[config.mk]
export PLATFORM = sky130hd
export DESIGN_NAME = para_add_sub
export DESIGN_NICKNAME = d
export VERILOG_FILES = /design/src/rtl/para_add_sub.sv
export SDC_FILE = /design/constraint.sdc
export NUM_CORES = 1
export LEC_CHECK = 0
export ABC_AREA = 1
export BUFFER_PORTS_ARGS = -buffer_cell sky130_fd_sc_hd__buf_2
export CORE_AREA = 10 10 47 49
export DETAILED_ROUTE_END_ITERATION = 7
export DIE_AREA = 0 0 57 59
export SLEW_MARGIN = 25
export SYNTH_ARGS = -nofsm -noshare
export SYNTH_HDL_FRONTEND = slang
export SYNTH_SLANG_ARGS = --single-unit
[constraint.sdc]
create_clock -name clk -period 1.41 [get_ports clk]
set_clock_uncertainty 0.2 [all_clocks]
set_input_delay 0.141 -clock clk [delete_from_list [all_inputs] [get_ports clk]]
set_output_delay 0.141 -clock clk [all_outputs]
set_load 0.01 [all_outputs]
[src/rtl/para_add_sub.sv]
`timescale 1ns/1ps
// Purpose: WIDTH-bit ripple-carry adder/subtractor; M=1 computes A1 + ~B1 + 1, carry-out kept as result MSB.
// Latency: exactly one clk; the result for the inputs sampled at edge n is visible after edge n.
// Backpressure: none; a new result is registered every cycle with no enable or stall.
module para_add_sub #(
  parameter int WIDTH = 4
) (
  input  logic             clk,
  input  logic             rst_n,
  input  logic [WIDTH-1:0] A1,
  input  logic [WIDTH-1:0] B1,
  input  logic             M,
  output logic [WIDTH:0]   sum2
);

  // Per-stage full-adder signals; the carry chain is carried in a scalar that
  // is updated bit by bit so each stage only sees the carry of the stage below.
  logic [WIDTH-1:0] s_c;
  logic             carry_c;
  logic             b_c;
  logic [WIDTH:0]   sum2_d;
  logic [WIDTH:0]   sum2_q;

  // Ripple chain: B is conditionally inverted by M and M is also the carry-in,
  // which turns the adder into A1 + ~B1 + 1 for subtraction.
  always_comb begin
    carry_c = M;
    b_c     = 1'b0;
    s_c     = '0;
    for (int i = 0; i < WIDTH; i++) begin
      b_c     = B1[i] ^ M;
      s_c[i]  = A1[i] ^ b_c ^ carry_c;
      carry_c = (A1[i] & b_c) | (carry_c & (A1[i] ^ b_c));
    end
    sum2_d = {carry_c, s_c};
  end

  // Result register; reset clears immediately and drops any in-flight result.
  always_ff @(posedge clk or negedge rst_n) begin
    if (!rst_n) begin
      sum2_q <= '0;
    end else begin
      sum2_q <= sum2_d;
    end
  end

  assign sum2 = sum2_q;

endmodule

# Yosys cells after proc, flatten, opt, wreduce, memory -nomap -nowiden
# Cells that the tools add are included.
[word_totals] reg_bits=5 latchBits=0 mem_bits_rw=0 mem_bits_ro=0 elab_cells=25 n_memories=0
[op_classes] addsub=0 n_mul=0 div=0 magnitude_cmp=0 eq_ne=0 n_shift=0 muxes=0 n_bitwise=24 n_reduce_logical=0
[ops] cell="$xor 1x1->1" count=12
[ops] cell="$and 1x1->1" count=8
[ops] cell="$or 1x1->1" count=4

# Depth between registers and ports, before layout
# Gate-level depths: netlist of run 1.
[depth] depth_word=10 ltp_mapped=7

# Worst setup path before layout of run 1
# OpenSTA, ideal clock, no wires.
[synth_path] path_kind="input port to flip-flop" start="input port M" end="register sum2_q[3], in the netlist sum2[3]" arrival_ns=1.477 required_ns=1.074 slack_ns=-0.402 path_stages=7 n_path_buf=0 path_cell_list="inv_2 > nand2_1 > nand2_1 > fa_1 > fa_1 > inv_1 > fa_1"
[synth_between] elab_chain_len=9 elab_cells_between_ends=18 cone_classes="18 x bitwise"
[synth_rtl] item="start, declared" line_no="12" source="input logic M,"
[synth_rtl] item="$xor 1x1->1" line_no="31" source="b_c = B1[i] ^ M;"
[synth_rtl] item="$xor 1x1->1" line_no="33" source="carry_c = (A1[i] & b_c) | (carry_c & (A1[i] ^ b_c));"
[synth_rtl] item="$and 1x1->1" line_no="33"
[synth_rtl] item="$or 1x1->1" line_no="33"
[synth_rtl] item="$and 1x1->1" line_no="33"
[synth_rtl] item="$or 1x1->1" line_no="33"
[synth_rtl] item="$and 1x1->1" line_no="33"
[synth_rtl] item="$or 1x1->1" line_no="33"
[synth_rtl] item="$xor 1x1->1 (*)" line_no="32" source="s_c[i] = A1[i] ^ b_c ^ carry_c;"
[synth_rtl] item="net s_c[3]" line_no="18" source="logic [WIDTH-1:0] s_c;"
[synth_rtl] item="end signal, assigned" line_no="43" source="sum2_q <= sum2_d;"
[synth_rtl] item="end, declared" line_no="22" source="logic [WIDTH:0] sum2_q;"
# Mark *: on every way through the listed nets, which the timed path passes. The rest lies on a longest branch.

# Worst setup path after layout of run 1
[layout_path] start="input port A1[0]" end="register sum2_q[3], in the netlist sum2[3]"
[layout_between] elab_chain_len=8 elab_cells_between_ends=9 cone_classes="9 x bitwise"
[layout_rtl] item="start, declared" line_no="10" source="input logic [WIDTH-1:0] A1,"
[layout_rtl] item="$xor 1x1->1" line_no="33"
[layout_rtl] item="$and 1x1->1" line_no="33"
[layout_rtl] item="$or 1x1->1 (*)" line_no="33"
[layout_rtl] item="$and 1x1->1 (*)" line_no="33"
[layout_rtl] item="$or 1x1->1 (*)" line_no="33"
[layout_rtl] item="$and 1x1->1 (*)" line_no="33"
[layout_rtl] item="$or 1x1->1 (*)" line_no="33"
[layout_rtl] item="$xor 1x1->1 (*)" line_no="32"
[layout_rtl] item="net s_c[3]" line_no="18"
# Marked as above.

==> results of run 1 <==
-- critical path: cells and delay by family --
| family | cells | cell delay, ns |
|---|---|---|
| adders and majority gates | 3 | 1.11 |
| buffers and inverters | 3 | 0.17 |
| and+or+nand+nor | 2 | 0.11 |
-- stage by stage --
stage / setup TNS (ns) / setup WS, ns / utilization, %
after floorplan: -0.434 / -0.324 / -
after global placement: -1.22 / -0.584 / 31.3
after detailed placement: -1.25 / -0.596 / 31.3
after CTS: -0.205 / -0.205 / 38.3
after global routing: -0.250 / -0.250 / 39.7
final: -0.219 / -0.219 / 39.7
-- power by group --
group	total (W)	internal [W]	switching, W
Sequential	0.000173	0.000169	0.00000483
Clock	0.000159	0.000107	0.0000523
Combinational	0.000148	0.0000756	0.0000726
-- cell type report --
type                    instances  area (sq um)
well taps                      16          20.0
flip-flops and latches          5           125
inverters                      11          70.1
multi-input cells              17           140
clock buffers                   4          26.3
repair buffers                 22           175
fillers                       152           845
-- cells in the mapped netlist --
library cell	number
inv_2	1
nand2_1	14
inv_1	10
dfrtp_1	5
fa_1	3
-- layer usage --
metal | vias up | global-route usage, %
met5 | - | 0
met1 | 113 | 4.10
met3 | 2 | 1.93
li1 | 139 | -
met4 | 0 | 5.03
met2 | 17 | 6.67
-- cells by family after synthesis --
logic type | after synthesis | synth area share, %
fa+ha+maj | 3 | 21.5
buf+inv | 11 | 14.8
flops | 5 | 44.8
simple gates | 14 | 18.8
-- repair_timing --
action	in CTS	in global routing
endpoints found under the setup margin	3	1
hold buffers	5	0
resized for setup	7	6
pin swaps	2	6
endpoints found under the hold margin	8	0
-- final timing paths --
path	startpoint	to	slack, ns	cells past startpoint
setup / recovery	A1[0]	sum2[3]	-0.22	8
min in group clk	B1[3]	sum2[3]	0.11	4
hold / removal	rst_n	sum2[0]	0.05	2
max in group asynchronous	rst_n	sum2[4]	0.84	2
==> results.toml, run 1 <==
[run_status]
status = "finished with violations"
violations_in_the_final_reports = "setup timing"

[place]
dp_cells = 66
io_buffers = 15
routabilityCongestion = 0.629
dpl.hpwl_um = 558
detailed_place.area_sq_um = 438

[job]
maxCapViolCount = 0

[drt]
wire_length_on_met3_um = 82
wl_per_cell_um = 9.09
drtIter0Drc = 0
highest-signal-layer = "met4"
met1Wirelength_um = 268
dr_wl_met2_um = 310
route.detailed.vias_per_inst = 3.61
route.final.wire_length_um = 682
route.detailed.drc = 0
drtAntennaViolNets = 0
route.vias.total = 271
detailedRoute.firstPassIterationCount = 1

[cts]
tritoncts = "built"
cts_root_buf = "clkbuf_4"
cts_made_buffers = 3
cts.htree.levels = 1
clock_tree.buffer_depth = 2
post_cts.repair.setup_buffers = 0
clk_pin_slew_worst_paths_ns = 0.04
clock_sinks = 5

[cells_and_area]
post_route_cells_drive_above_1_share_pct = 52.5
final_cell_area_sq_um = 557
most-common-layout-cells = "buf_2 (12), nand2_1 (9), inv_1 (7), dlygate4sd3_1 (5), dfrtp_1 (5)"
final-instance-count-excl-fill = 75
area_growth_pct = 99.6
finalNetCount = 74
largest_register_ffs = 5
n_antenna_cell = 0
final_common_cell = "buf_2"

[power]
power.density_mw_per_mm2 = 863
post-layout-total-power_w = 0.000481
power_leakage_nw = 0.309
peakVddDrop_v = 0.000265

[critical_path]
crit_chain = "buf_8 > inv_8 > nand2_4 > nand2_2 > fa_2 > fa_2 > inv_2 > fa_1"
endpoint_kind = "flop"
critical-path-top-cell-by-count = "fa_2"
crit_fanout = 2
critPathRequiredTime_ns = 1.31
delay_of_the_slowest_cell_on_the_worst_path_ns = 0.39
startpoint_type = "primary input"
critical_setup_path_class = "in -> reg"
timing.critical_path.arrival_ns = 1.53
cp_slowest_cell = "fa_1"

[global_routing]
first_pass_grt_wire_length_um = 1150
grt.overflow.total = 0
number_of_antenna_violations_at_the_first_check_in_global_routing = 0
via_count_of_the_first_global_routing_pass = 319
grt_use_total_pct = 4.39
grt_start_max_net_pins = 6

[sta]
finalCriticalPeriod_ns = 1.63
timing.final.max_slew_violations = 0
final-setup-viol-count = 1
timing.hold.ws_ns = 0.0464
hold_viol = 0
final_critical_path_setup_slack_ns = -0.219
max_slew.worst_pin.slew_ns = 0.110
post-route-period-util_pct = 116
grt_setup_unrepaired = "yes"
fmax_mhz = 614
timing.slew.headroom_pct = 92.7

[floorplanning]
die-width_um = 57
placementRows = 14
coreArea_sq_mm = 0.00140
initial_utilization_pct = 19.9
floorplan.io_pins = 16
die_h_um = 59
die_area_sq_mm = 0.00336

[synthesis]
post-synth-top-area-cell = "dfrtp_1"
synth.ff_latch_count = 5
syn-instance-count = 33
synthesis.yosys.warnings = 0
syn-num-nets = 47
ys_top_cells_by_area = "dfrtp_1 (45%), fa_1 (22%), nand2_1 (19%)"
syn-mean-instance-area_sq_um = 8.46
synth_sequential_area_ratio_pct = 44.8
yosysUniqueCellTypes = 5
post-synth-top-area-fraction_pct = 44.8
syn_area_sq_um = 279

[worst_hold_path]
worstHoldPathType = "in -> async"
No activity file was read; power rests on OpenSTA's default activity.
==> inputs of run 2 (changes only) <==
--- a/config.mk
+++ b/config.mk
@@ -7,9 +7,9 @@
 export LEC_CHECK = 0
 export ABC_AREA = 1
 export BUFFER_PORTS_ARGS = -buffer_cell sky130_fd_sc_hd__buf_2
-export CORE_AREA = 10 10 47 49
+export CORE_AREA = 5 5 42 44
 export DETAILED_ROUTE_END_ITERATION = 7
-export DIE_AREA = 0 0 57 59
+export DIE_AREA = 0 0 47 49
 export SLEW_MARGIN = 25
 export SYNTH_ARGS = -nofsm -noshare
 export SYNTH_HDL_FRONTEND = slang
==> run 2 against run 1 <==
  * The flow still finishes with violations (setup timing)
  * Clock power up 3%
  * Cell area up 2.5%
  * Critical path depth is the same
  * Sequential share of layout area shrank 0.54 points
  * Cell count up 1.3%
  * Global-route usage grew 2.6 points
  * Routed wire length down 2.3%
  * Worst hold slack lost 0.012 ns
  * First-iteration DRC count did not move
  * Non-clock buffer count rose by 1
  * Flip-flop and latch count stayed put
  * Highest routed layer unchanged
==> results.toml, run 2 (synthesis results as in run 1) <==
[run_status]
status = "finished with violations"
violations_in_the_final_reports = "setup timing"

[sta]
hold_viol = 0
timing.slew.headroom_pct = 92.9
fmax_mhz = 616
timing.hold.ws_ns = 0.0342
timing.final.max_slew_violations = 0
finalCriticalPeriod_ns = 1.62
max_slew.worst_pin.slew_ns = 0.106
grt_setup_unrepaired = "yes"
final_critical_path_setup_slack_ns = -0.213
post-route-period-util_pct = 115
final-setup-viol-count = 1

[power]
netSwitchingFraction_pct = 28.2
power_leakage_nw = 0.321
power_switching_w = 0.000139
combinationalPowerShare_pct = 31.5
seq_power_share_pct = 35.2
clock_power_share_pct = 33.3
p_int_w = 0.000353
power.density_mw_per_mm2 = 863
peakVddDrop_v = 0.000253

[place]
setup_ws_pre_cts_ns = -0.622
dpl.hpwl_um = 548
routabilityCongestion = 0.635
detailed_place.area_sq_um = 438
io_buffers = 15
dp_cells = 66

[critical_path]
cp_slowest_cell = "fa_1"
endpoint_kind = "flop"
timing.critical_path.arrival_ns = 1.54
crit_buf_inv = 3
startpoint_type = "primary input"
worst_path_dominant_cell_family = "adder cells"
delay_of_the_slowest_cell_on_the_worst_path_ns = 0.40
critPathRequiredTime_ns = 1.32
crit_chain = "buf_12 > inv_16 > nand2_4 > nand2_4 > fa_2 > fa_2 > inv_2 > fa_1"
crit_fanout = 3
critical_setup_path_class = "in -> reg"

[global_routing]
number_of_antenna_violations_at_the_first_check_in_global_routing = 0
grt_start_max_net_pins = 6
first_pass_grt_wire_length_um = 1080
grt_use_total_pct = 6.96
via_count_of_the_first_global_routing_pass = 301
grt.overflow.total = 0

[floorplanning]
coreArea_sq_mm = 0.00140
die-width_um = 47
placementRows = 14
die_h_um = 49
die_area_sq_mm = 0.00230
floorplan.io_pins = 16
initial_utilization_pct = 19.9

[worst_hold_path]
worstHoldPathType = "in -> async"

[cells_and_area]
final_cell_area_sq_um = 571
post_route_cells_drive_above_1_share_pct = 56.7
most-common-layout-cells = "buf_2 (11), nand2_1 (8), inv_1 (6)"
final_common_cell = "buf_2"
area_growth_pct = 104
final-instance-count-excl-fill = 76
largest_register_ffs = 5
final_util_pct = 40.7
finalNetCount = 75
n_antenna_cell = 0

[drt]
detailedRoute.firstPassIterationCount = 1
route.detailed.vias_per_inst = 3.78
route.detailed.drc = 0
route.final.wire_length_um = 666
wl_per_cell_um = 8.76
drtAntennaViolNets = 0
drtIter0Drc = 0
route.vias.total = 287

[cts]
clock_sinks = 5
cts_root_buf = "clkbuf_4"
clock_tree.buffer_depth = 2
clk_pin_slew_worst_paths_ns = 0.04
cts.htree.levels = 1
tritoncts = "built"
cts_made_buffers = 3

[job]
maxCapViolCount = 0
[run 2: cell type report]
cell class                      count  area [sq um]
Tap cell                           16          20.0
Inverter                           11          67.6
Clock buffer                        4          26.3
Sequential cell                     5           125
Multi-Input combinational cell     17           158
Timing Repair Buffer               23           174
Fill cell                         143           831
[run 2: worst max path at each step]
stage / from / end / slack [ns] / depth (start not counted)
2_1_floorplan: M / sum2[3] / -0.32 / 7
3_3_place_gp: M / sum2[3] / -0.58 / 8
3_5_place_dp: M / sum2[3] / -0.62 / 8
4_1_cts: M / sum2[3] / -0.22 / 8
5_1_grt: M / sum2[3] / -0.25 / 8
6_report: M / sum2[3] / -0.21 / 8
[run 2: per-stage QoR]
| step | setup TNS [ns] | total power, W |
|---|---|---|
| final | -0.213 | 0.000492 |
| after global routing | -0.250 | 0.000526 |
| after CTS | -0.215 | 0.000502 |
| after detailed placement | -1.33 | 0.000306 |
| after global placement | -1.21 | 0.000299 |
| after floorplan | -0.434 | 0.000241 |
[run 2: power groups by stage]
stage | logic, W | registers, W | clock network (W)
2_1_floorplan | 0.0000500 | 0.000191 | 0
3_3_place_gp | 0.000123 | 0.000175 | 0
3_5_place_dp | 0.000130 | 0.000176 | 0
4_1_cts | 0.000156 | 0.000174 | 0.000172
5_1_grt | 0.000171 | 0.000177 | 0.000178
6_report | 0.000155 | 0.000173 | 0.000164
[run 2: metal layers]
metal / up-vias / routed length (um) / global-route usage, %
met3: 3 / 81 / 0.369
met4: 0 / 29 / 9.68
met1: 126 / 221 / 7.43
met5: - / 0 / 0
met2: 16 / 334 / 9.73
li1: 142 / - / -
[run 2: what timing repair did]
action	in CTS	in global routing
gates resized for setup	13	1
gates cloned	0	0
pin swaps	4	1
endpoints found under the hold margin	7	0
setup buffers	1	0
hold buffers	5	0
setup endpoints to repair	3	1
